### src/rtl/alu_if.sv
// Operand/opcode/result bundle between the sequencer and the accumulator ALU.
interface alu_if #(
    parameter int WIDTH = 8
);
    logic [WIDTH-1:0] in;
    logic [2:0]       control;
    logic [WIDTH-1:0] accumulator;
    logic [3:0]       flags;

    // Sequencer side: drives operand and opcode, observes result.
    modport master (
        output in,
        output control,
        input  accumulator,
        input  flags
    );

    // ALU side: consumes operand and opcode, presents registered result.
    modport slave (
        input  in,
        input  control,
        output accumulator,
        output flags
    );
endinterface

### src/rtl/alu.sv
// Single-accumulator ALU: eight opcodes applied to the accumulator and `in`
// each cycle, with a registered Z/N/C/V status word describing the new value.
module alu #(
    parameter int WIDTH = 8
) (
    input logic   clk,
    input logic   reset,
    alu_if.slave  bus
);
    localparam logic [2:0] OP_HOLD  = 3'd0;
    localparam logic [2:0] OP_CLEAR = 3'd1;
    localparam logic [2:0] OP_ADD   = 3'd2;
    localparam logic [2:0] OP_SUB   = 3'd3;
    localparam logic [2:0] OP_AND   = 3'd4;
    localparam logic [2:0] OP_NEG   = 3'd5;
    localparam logic [2:0] OP_NOT   = 3'd6;
    localparam logic [2:0] OP_XOR   = 3'd7;

    localparam logic [WIDTH-1:0] MOST_NEG = {1'b1, {(WIDTH-1){1'b0}}};

    logic [WIDTH-1:0] acc_q, acc_d;
    logic [3:0]       flags_q, flags_d;

    logic [WIDTH:0]   add_ext;
    logic [WIDTH:0]   sub_ext;
    logic [WIDTH-1:0] neg_res;
    logic [WIDTH-1:0] res;
    logic             carry;
    logic             ovf;

    // Next accumulator value and status for the selected opcode.
    always_comb begin
        add_ext = {1'b0, acc_q} + {1'b0, bus.in};
        // Top bit of the extended difference is the unsigned borrow.
        sub_ext = {1'b0, acc_q} - {1'b0, bus.in};
        neg_res = '0 - acc_q;
        res     = acc_q;
        carry   = 1'b0;
        ovf     = 1'b0;

        case (bus.control)
            OP_CLEAR: res = '0;
            OP_ADD: begin
                res   = add_ext[WIDTH-1:0];
                carry = add_ext[WIDTH];
                ovf   = (acc_q[WIDTH-1] == bus.in[WIDTH-1]) &&
                        (res[WIDTH-1] != acc_q[WIDTH-1]);
            end
            OP_SUB: begin
                res   = sub_ext[WIDTH-1:0];
                carry = sub_ext[WIDTH];
                ovf   = (acc_q[WIDTH-1] != bus.in[WIDTH-1]) &&
                        (res[WIDTH-1] != acc_q[WIDTH-1]);
            end
            OP_AND: res = acc_q & bus.in;
            OP_NEG: begin
                res   = neg_res;
                carry = |acc_q;
                ovf   = (acc_q == MOST_NEG);
            end
            OP_NOT: res = ~acc_q;
            OP_XOR: res = acc_q ^ bus.in;
            default: res = acc_q;
        endcase

        acc_d = res;
        if (bus.control == OP_HOLD) begin
            flags_d = flags_q;
        end else begin
            flags_d = {ovf, carry, res[WIDTH-1], (res == '0)};
        end
    end

    // Accumulator and status registers; reset overrides any opcode.
    always_ff @(posedge clk) begin
        if (reset) begin
            acc_q   <= '0;
            flags_q <= 4'b0001;
        end else begin
            acc_q   <= acc_d;
            flags_q <= flags_d;
        end
    end

    assign bus.accumulator = acc_q;
    assign bus.flags       = flags_q;
endmodule

### src/flat_wrapper.sv
// flat-port wrapper written by rule: the top's interface ports become plain ports
module alu_flat 
#(
    parameter int WIDTH = 8
)
  (clk, reset, bus_in, bus_control, bus_accumulator, bus_flags);
  alu_if #(.WIDTH(WIDTH)) bus_i ();
  input logic clk;
  input logic reset;
  input wire logic [$bits(bus_i.in)-1:0] bus_in;
  input wire logic [$bits(bus_i.control)-1:0] bus_control;
  output wire logic [$bits(bus_i.accumulator)-1:0] bus_accumulator;
  output wire logic [$bits(bus_i.flags)-1:0] bus_flags;
  assign bus_i.in = bus_in;
  assign bus_i.control = bus_control;
  assign bus_accumulator = bus_i.accumulator;
  assign bus_flags = bus_i.flags;
  alu #(.WIDTH(WIDTH)) u_core (.clk(clk), .reset(reset), .bus(bus_i));
endmodule
### config.mk
export PLATFORM = sky130hd
export DESIGN_NAME = alu_flat
export DESIGN_NICKNAME = d
export VERILOG_FILES = /design/src/rtl/alu_if.sv /design/src/rtl/alu.sv /design/src/flat_wrapper.sv
export SDC_FILE = /design/constraint.sdc
export NUM_CORES = 1
export LEC_CHECK = 0
export CAP_MARGIN = 20
export CELL_PAD_IN_SITES_DETAIL_PLACEMENT = 0
export CELL_PAD_IN_SITES_GLOBAL_PLACEMENT = 2
export CORE_ASPECT_RATIO = 0.5
export CORE_UTILIZATION = 30
export DETAILED_ROUTE_END_ITERATION = 8
export PLACE_DENSITY_LB_ADDON = 0.12
export SLEW_MARGIN = 20
export SYNTH_ARGS = -nofsm -noshare
export SYNTH_HDL_FRONTEND = slang
export SYNTH_SLANG_ARGS = --single-unit
### constraint.sdc
create_clock -name clk -period 6 [get_ports clk]
set_input_delay 0.6 -clock clk [delete_from_list [all_inputs] [get_ports clk]]
set_output_delay 0.6 -clock clk [all_outputs]
set_load 0.01 [all_outputs]
==> results of run 1 <==
-- registers in the layout, indices dropped and copies added, names as in the netlist --
name / count
u_core.bus.accumulator: 8
u_core.bus.flags: 4
-- critical path, cell delays in order --
cell and delay, ns:
clkdlybuf4s50_1 1.08, nor3b_2 0.57, inv_1 0.13, o221a_2 0.33, o21ai_0 0.14, o311ai_0 0.19, and4_1 0.28, a31o_1 0.20
-- metal layers --
| layer | part of all wire | vias up |
|---|---|---|
| met3 | 0.036 | 2 |
| met2 | 0.42 | 34 |
| li1 | - | 867 |
| met5 | 0 | - |
| met1 | 0.54 | 849 |
| met4 | 0.0027 | 0 |
-- layout make-up --
cell class,instances,share of cell area
Tap cell,73,0.04353
Inverter,16,0.02862
Clock buffer,3,0.03578
Timing Repair Buffer,25,0.1181
Multi-Input combinational cell,181,0.6595
Sequential cell,12,0.1145
-- cell usage in the layout (no fill, tap or decap), types with 8 or more instances in the layout --
master           synthesis  routed
clkdlybuf4s50_1          0      24
a21oi_1                 14      14
o21ai_0                  8       8
ha_1                    17      17
nor2_1                  19      19
inv_1                   16      16
nor2b_1                 10      10
nand2_1                 10      10
dfxtp_1                 12      12
-- synthesized netlist by cell type, types with 2 or more instances --
cell type  instances
nor2_1            19
ha_1              17
inv_1             16
a21oi_1           14
dfxtp_1           12
nand2_1           10
nor2b_1           10
o21ai_0            8
clkbuf_8           6
a211oi_1           4
and4_1             4
clkbuf_1           4
mux2i_1            4
nand2b_1           4
nand3b_1           4
nor3_1             4
nor4_1             4
o211ai_1           4
o31ai_1            4
o32a_1             4
xnor2_1            4
a211o_1            3
buf_2              3
mux2_2             3
nand3_1            3
nor3b_1            3
o21bai_1           3
xor2_1             3
a21o_2             2
a221oi_1           2
a311oi_1           2
a31oi_1            2
a32oi_1            2
fa_1               2
o32ai_1            2
or2_2              2
or3_1              2
-- cells by family after synthesis --
group	share of synthesized area
adders and majority gates	0.1398
muxes	0.05329
xor gates and xnor gates	0.04291
AOI/OAI and AO/OA	0.2761
DFF	0.1329
and+or+nand+nor	0.2533
buffers and inverters	0.1017
-- stage by stage --
step	instances	hold slack [ns]	cell area [um2]	utilization
floorplan	223	0.5184	1808	-
global placement	307	0.5091	2023	0.3591
detailed placement	307	0.5054	2023	0.3591
CTS	310	0.5113	2098	0.3724
global route	310	0.5437	2098	0.3724
finish	310	0.5076	2098	0.3724
-- power by group through the flow --
stage | Sequential (mW) | Combinational [mW] | Clock [mW]
floorplan | 0.112 | 0.168 | 0
global placement | 0.116 | 0.234 | 0
detailed placement | 0.116 | 0.232 | 0
CTS | 0.114 | 0.233 | 0.125
global route | 0.117 | 0.260 | 0.131
finish | 0.114 | 0.233 | 0.124
-- final timing paths --
kind | from | to | slack [ns]
setup reg to reg | u_core.bus.accumulator[0] | u_core.bus.flags[0] | 3.10
setup / recovery | bus_control[1] | u_core.bus.flags[0] | 2.61
hold reg to reg | u_core.bus.flags[2] | u_core.bus.flags[2] | 0.51
hold / removal | u_core.bus.flags[2] | u_core.bus.flags[2] | 0.51
==> metrics.md, run 1 <==
| Metric | Value |
|---|---|
| Final ANT Viol Nets | 0 |
| Fmax | 0.2951 GHz |
| Met2 Track Usage GR | 0.2671 |
| Initial Util | 0.3209 |
| Critical path class | in -> reg |
| Final Cycle Share | 0.5648 |
| Layout cell share with drive strength beyond 1 | 0.09283 |
| Final WS setup | 2.611 ns |
| Total track usage | 0.1752 |
| Met1 GRT Util | 0.2558 |
| Core area | 5634 um2 |
| Final Hold Vio Count | 0 |
| Synth Instances | around 220 |
| Comb power frac | 0.495 |
| Gr busiest metal | met2 |
| Post-synth top area share | 0.1329 |
| Int Pwr | 289.7 uW |
| Ant diodes | 0 |
| Post-synthesis net count | about 260 |
| Post-synth EDFFs | 0 |
| Synth Flop Type | dfxtp_1 |
| Leakage | between 0.8 and 0.9 nW |
| R2R depth | 9 |
| Peak supply drop | between 0.1 and 0.15 mV |
| First-pass GRT wire length | around 8600 um |
| Post-CTS setup buffers | 0 |
| Switch share | 0.3851 |
| Status | complete, but fails checks |
| Worst-path clk slew | 0.04 ns |
| TritonCTS Sinks | 12 |
| Fillcell total | between 500 and 600 |
| Sw power | approximately 180 uW |
| Pre-antenna DRT Iters | 6 |
| Worst Max-Slew Pin Slew | 0.9344 ns |
| Initial antenna violation count | 0 |
| Chip width | 111.8 um |
| Top Ports | 25 |
| P&R area growth vs syn | 16.06% |
| Cts bufs inserted | 3 |
| Vias per std cell | approximately 5.7 |
| CTS tree | yes |
| Final net count | about 270 |
| Total Wirelength | between 5000 and 6000 um |
| DRT iter0 DRCs | about 120 |
| Share of flip-flops with an asynchronous set or reset | 0 |
| Worst hold stages | 2 |
| Slew Viols, Final | 0 |
| Port bufs | 24 |
| Setup TNS | 0 ns |
| Pre-CTS WS | about 2.4 ns |
| Crit start category | primary input |
| Largest net degree at the start of global routing | 34 |
| Crit path max fanout | 25 |
| Hold WC Path Type | reg -> reg |
| Vias in the first global route | 1,558 |
| Pwr/cell area | about 220 nW/um2 |
| MaxCap Viol Count | 0 |
| Synthesized area | between 1500 and 2000 um2 |
| Hold bufs inserted after CTS | 0 |
| Sequential share of power | 0.242 |
| Row count | 19 |
| Worst path required time | 6.14 ns |
| Area occupied by registers | between 200 and 250 um2 |
| Synthesis-stage register bit count | 12 |
| CP endpoint kind | register |
| Tmin final | 3.389 ns |
| Yosys warnings | 0 |
| Final setup viols | 0 |
| Worst Path Arrival | approximately 3.5 ns |
| Clock Power Share | 0.263 |
| Failing checks | design-rule violations |
| Die Y | about 57 um |
| Cell variety after synth | 61 |
| Max_slew headroom | 0.3751 |
| Root buffer cell | clkbuf_16 |
| Die Area | around 6400 um2 |
| Clock buffer depth | 2 |
| GPL Wtd Cong | approximately 0.74 |
| H-tree Lvls | 1 |
| # DRC | 1 |
| Worst skew pair latency | 0.24 ns |
| Total chip power | roughly 470 uW |
| HPWL Detailed | 4000 um |
| RSZ-0062 raised after global routing | false |
| Clock Skew | about 0.0014 ns |
| Sequential cell area fraction in the yosys report | 0.1329 |
| Grt met3 use | 0.03672 |
| GRT Residual Overflow | 0 |
| Ranking of synthesized cells by area | dfxtp_1, ha_1, clkbuf_8 |
| Via count | roughly 1.8k |
| Syn Area/Cell | roughly 8.1 um2 |
| Post-CTS sizing | 0 |
| Wire length per cell | about 17 um |
| Yosys top cell by area | dfxtp_1 |
| Footprint of the multi-input gates | 1384 um2 |
(Power assumes the default switching activity.)
==> run 2, diff against run 1 <==
==> constraint.sdc (replaced) <==
create_clock -name clk -period 2.8 [get_ports clk]
set_input_delay 0.28 -clock clk [delete_from_list [all_inputs] [get_ports clk]]
set_output_delay 0.28 -clock clk [all_outputs]
set_load 0.01 [all_outputs]
==> metrics.md, run 2 (synthesis gave the netlist of run 1 again) <==
| Metric | Value |
|---|---|
| Hold Slack | 0.5042 ns (-0.003321 ns) |
| Final setup viols | 0 (unchanged) |
| Row count | 19 (unchanged) |
| Comb power frac | 0.549 (+0.054) |
| Ant diodes | 0 (unchanged) |
| P&R area growth vs syn | 31.70% |
| Final Hold Vio Count | 0 (unchanged) |
| # DRC | 1 (unchanged) |
| Top Ports | 25 (unchanged) |
| Clock Skew | 0.001262 ns (-0.0001421 ns) |
| Total chip power | 1.142 mW (+140%) |
| CP Cell Sequence | clkdlybuf4s50_1, ha_1, fa_1, nor2b_1, o31ai_2, buf_4, o21bai_1, a21oi_1, nand4_1, o311a_2, a31o_1 |
| Fmax | 0.3828 GHz |
| Wire length per cell | 16.44 um (-2.3%) |
| DRT iter0 DRCs | 128 (+4.9%) |
| Gr busiest metal | met2 |
| Crit-path slowest cell | clkdlybuf4s50_1 |
| Chip width | 111.8 um (unchanged) |
| Peak supply drop | 0.3267 mV (+220%) |
| RSZ-0062 raised after global routing | false |
| Max_slew headroom | 0.6851 (+0.3100) |
| Hold WC Path Type | reg -> reg |
| Worst Path Arrival | 2.74 ns (-0.79 ns) |
| GRT Residual Overflow | 0 (unchanged) |
| Tmin final | roughly 2.6 ns |
| Most common cell after layout, fill and taps aside | buf_4 |
| Leakage | 1.020 nW (+21%) |
| Worst skew pair latency | 0.24 ns (about the same) |
| Via count | 1,891 (+7.9%) |
| Status | complete, but fails checks |
| Total track usage | 0.1856 (+0.01043) |
| GPL Wtd Cong | 0.7949 (+8.0%) |
| Sequential share of power | 0.197 (-0.045) |
| Core area | 5634 um2 (unchanged) |
| Root buffer cell | clkbuf_16 |
| Fillcell total | 593 (+1.2%) |
| Cts bufs inserted | 3 (unchanged) |
| Crit path max fanout | 2 (-92%) |
| MaxCap Viol Count | 0 (unchanged) |
| Failing checks | design-rule violations |
| Die Y | 56.90 um (unchanged) |
| Post-CTS setup buffers | 0 (unchanged) |
| Port bufs | 24 (unchanged) |
| H-tree Lvls | 1 (unchanged) |
| Crit start category | primary input |
| Slew Viols, Final | 0 (unchanged) |
| Int Pwr | 727.1 uW (+150%) |
| Hold bufs inserted after CTS | 0 (unchanged) |
| Pwr/cell area | 479.8 nW/um2 (+110%) |
| TritonCTS Sinks | 12 (unchanged) |
| Footprint of the multi-input gates | 1398 um2 (+0.99%) |
| Worst Max-Slew Pin Slew | 0.4708 ns (-0.4636 ns) |
| Cell Count Post-Placement | 341 (+11%) |
| Critical path class | in -> reg |
| Final ANT Viol Nets | 0 (unchanged) |
| Post-CTS sizing | 0 (unchanged) |
| HPWL Detailed | 4519 um (+13%) |
| Largest net degree at the start of global routing | 16 (-53%) |
| Crit path buf inv count | 2 (unchanged) |
| Die Area | 6360 um2 (unchanged) |
| Initial Util | 0.3209 (unchanged) |
| Sw power | 415.2 uW (+130%) |
| Final Cycle Share | 0.9330 |
| Vias per std cell | 5.481 (-3.0%) |
| Met2 Track Usage GR | 0.2884 (+0.02130) |
| Clock buffer depth | 2 (unchanged) |
| Met1 GRT Util | 0.2767 (+0.02090) |
| Final net count | 305 (+13%) |
| Filler-free cell count of the finished design | 345 (+11%) |
| Initial antenna violation count | 0 (unchanged) |
| CP max stage delay | 0.43 ns (-0.65 ns) |
| Total Wirelength | 5672 um (+8.8%) |
| Grt met3 use | 0.03024 (-0.006479) |
| First-pass GRT wire length | 9149 um (+6.6%) |
| Layout cell share with drive strength beyond 1 | 0.2206 (+0.1278) |
| Crit path max-delay family | compound AO/OA/AOI/OAI gates |
| Vias in the first global route | 1,778 (+14%) |
| Worst-path clk slew | 0.04 ns (about the same) |
| Max reg flops | 8 (unchanged) |
| CTS tree | yes |
| Most frequent cells in the layout | buf_4, clkdlybuf4s50_1, nor2_1 |
| Clock Power Share | 0.254 (-0.009) |
| Switch share | 0.3635 (-0.02160) |
| Area occupied by registers | 240.2 um2 (unchanged) |
| Worst path required time | 2.93 ns (-3.21 ns) |
| CP endpoint kind | register |
| Pre-antenna DRT Iters | 6 (unchanged) |
-- run 2: cell type report --
class / instances / share of cell area
inverters: 16 / 0.02522
multi-input cells: 181 / 0.5870
clock buffers: 4 / 0.03731
repair buffers: 59 / 0.2112
flip-flops and latches: 12 / 0.1009
well taps: 73 / 0.03836
-- run 2: path summary, 6_finish.rpt --
path | end | startpoint | depth (start not counted) | slack (ns)
max | u_core.bus.flags[0] | bus_in[0] | 11 | 0.19
min | u_core.bus.flags[2] | u_core.bus.flags[2] | 2 | 0.50
max reg2reg | u_core.bus.flags[0] | u_core.bus.accumulator[1] | 9 | 0.26
min reg2reg | u_core.bus.flags[2] | u_core.bus.flags[2] | 2 | 0.50
-- run 2: worst register-to-register path: stages, from the launching register on --
cell      delay, ns
dfxtp_1        0.43
inv_1          0.10
ha_1           0.21
or3b_4         0.42
or3_4          0.37
xnor2_2        0.14
o221ai_1       0.13
o32ai_1        0.28
o311a_2        0.26
a31o_1         0.15
-- run 2: metal layers --
| metal | vias up | wire length (um) |
|---|---|---|
| met1 | 917 | 3078 |
| li1 | 940 | - |
| met2 | 32 | 2377 |
| met4 | 0 | 14 |
| met5 | - | 0 |
| met3 | 2 | 201 |
-- run 2: power groups by stage --
stage | Combinational [mW] | Sequential (mW) | Clock, mW
finish | 0.628 | 0.225 | 0.290
global route | 0.691 | 0.229 | 0.305
CTS | 0.615 | 0.225 | 0.295
detailed placement | 0.610 | 0.228 | 0
global placement | 0.608 | 0.228 | 0
floorplan | 0.359 | 0.240 | 0
-- run 2: per-stage QoR --
step                      TNS (ns)  utilization  setup slack [ns]  cell area (um2)
after floorplan                  0            -            0.3450             1808
after global placement     -0.1042       0.4044          -0.07768             2278
after detailed placement   -0.1612       0.4044           -0.1408             2278
after CTS                        0       0.4202           0.08073             2367
after global routing             0       0.4226           0.02008             2381
final                            0       0.4226            0.1876             2381
==> run 3, diff against run 2 <==
--- a/config.mk
+++ b/config.mk
@@ -12,7 +12,6 @@
 export CORE_UTILIZATION = 30
 export DETAILED_ROUTE_END_ITERATION = 8
 export PLACE_DENSITY_LB_ADDON = 0.12
-export SLEW_MARGIN = 20
 export SYNTH_ARGS = -nofsm -noshare
 export SYNTH_HDL_FRONTEND = slang
 export SYNTH_SLANG_ARGS = --single-unit
==> results of run 3 <==
Final layout, timing and power as in run 2 (identical DEF).
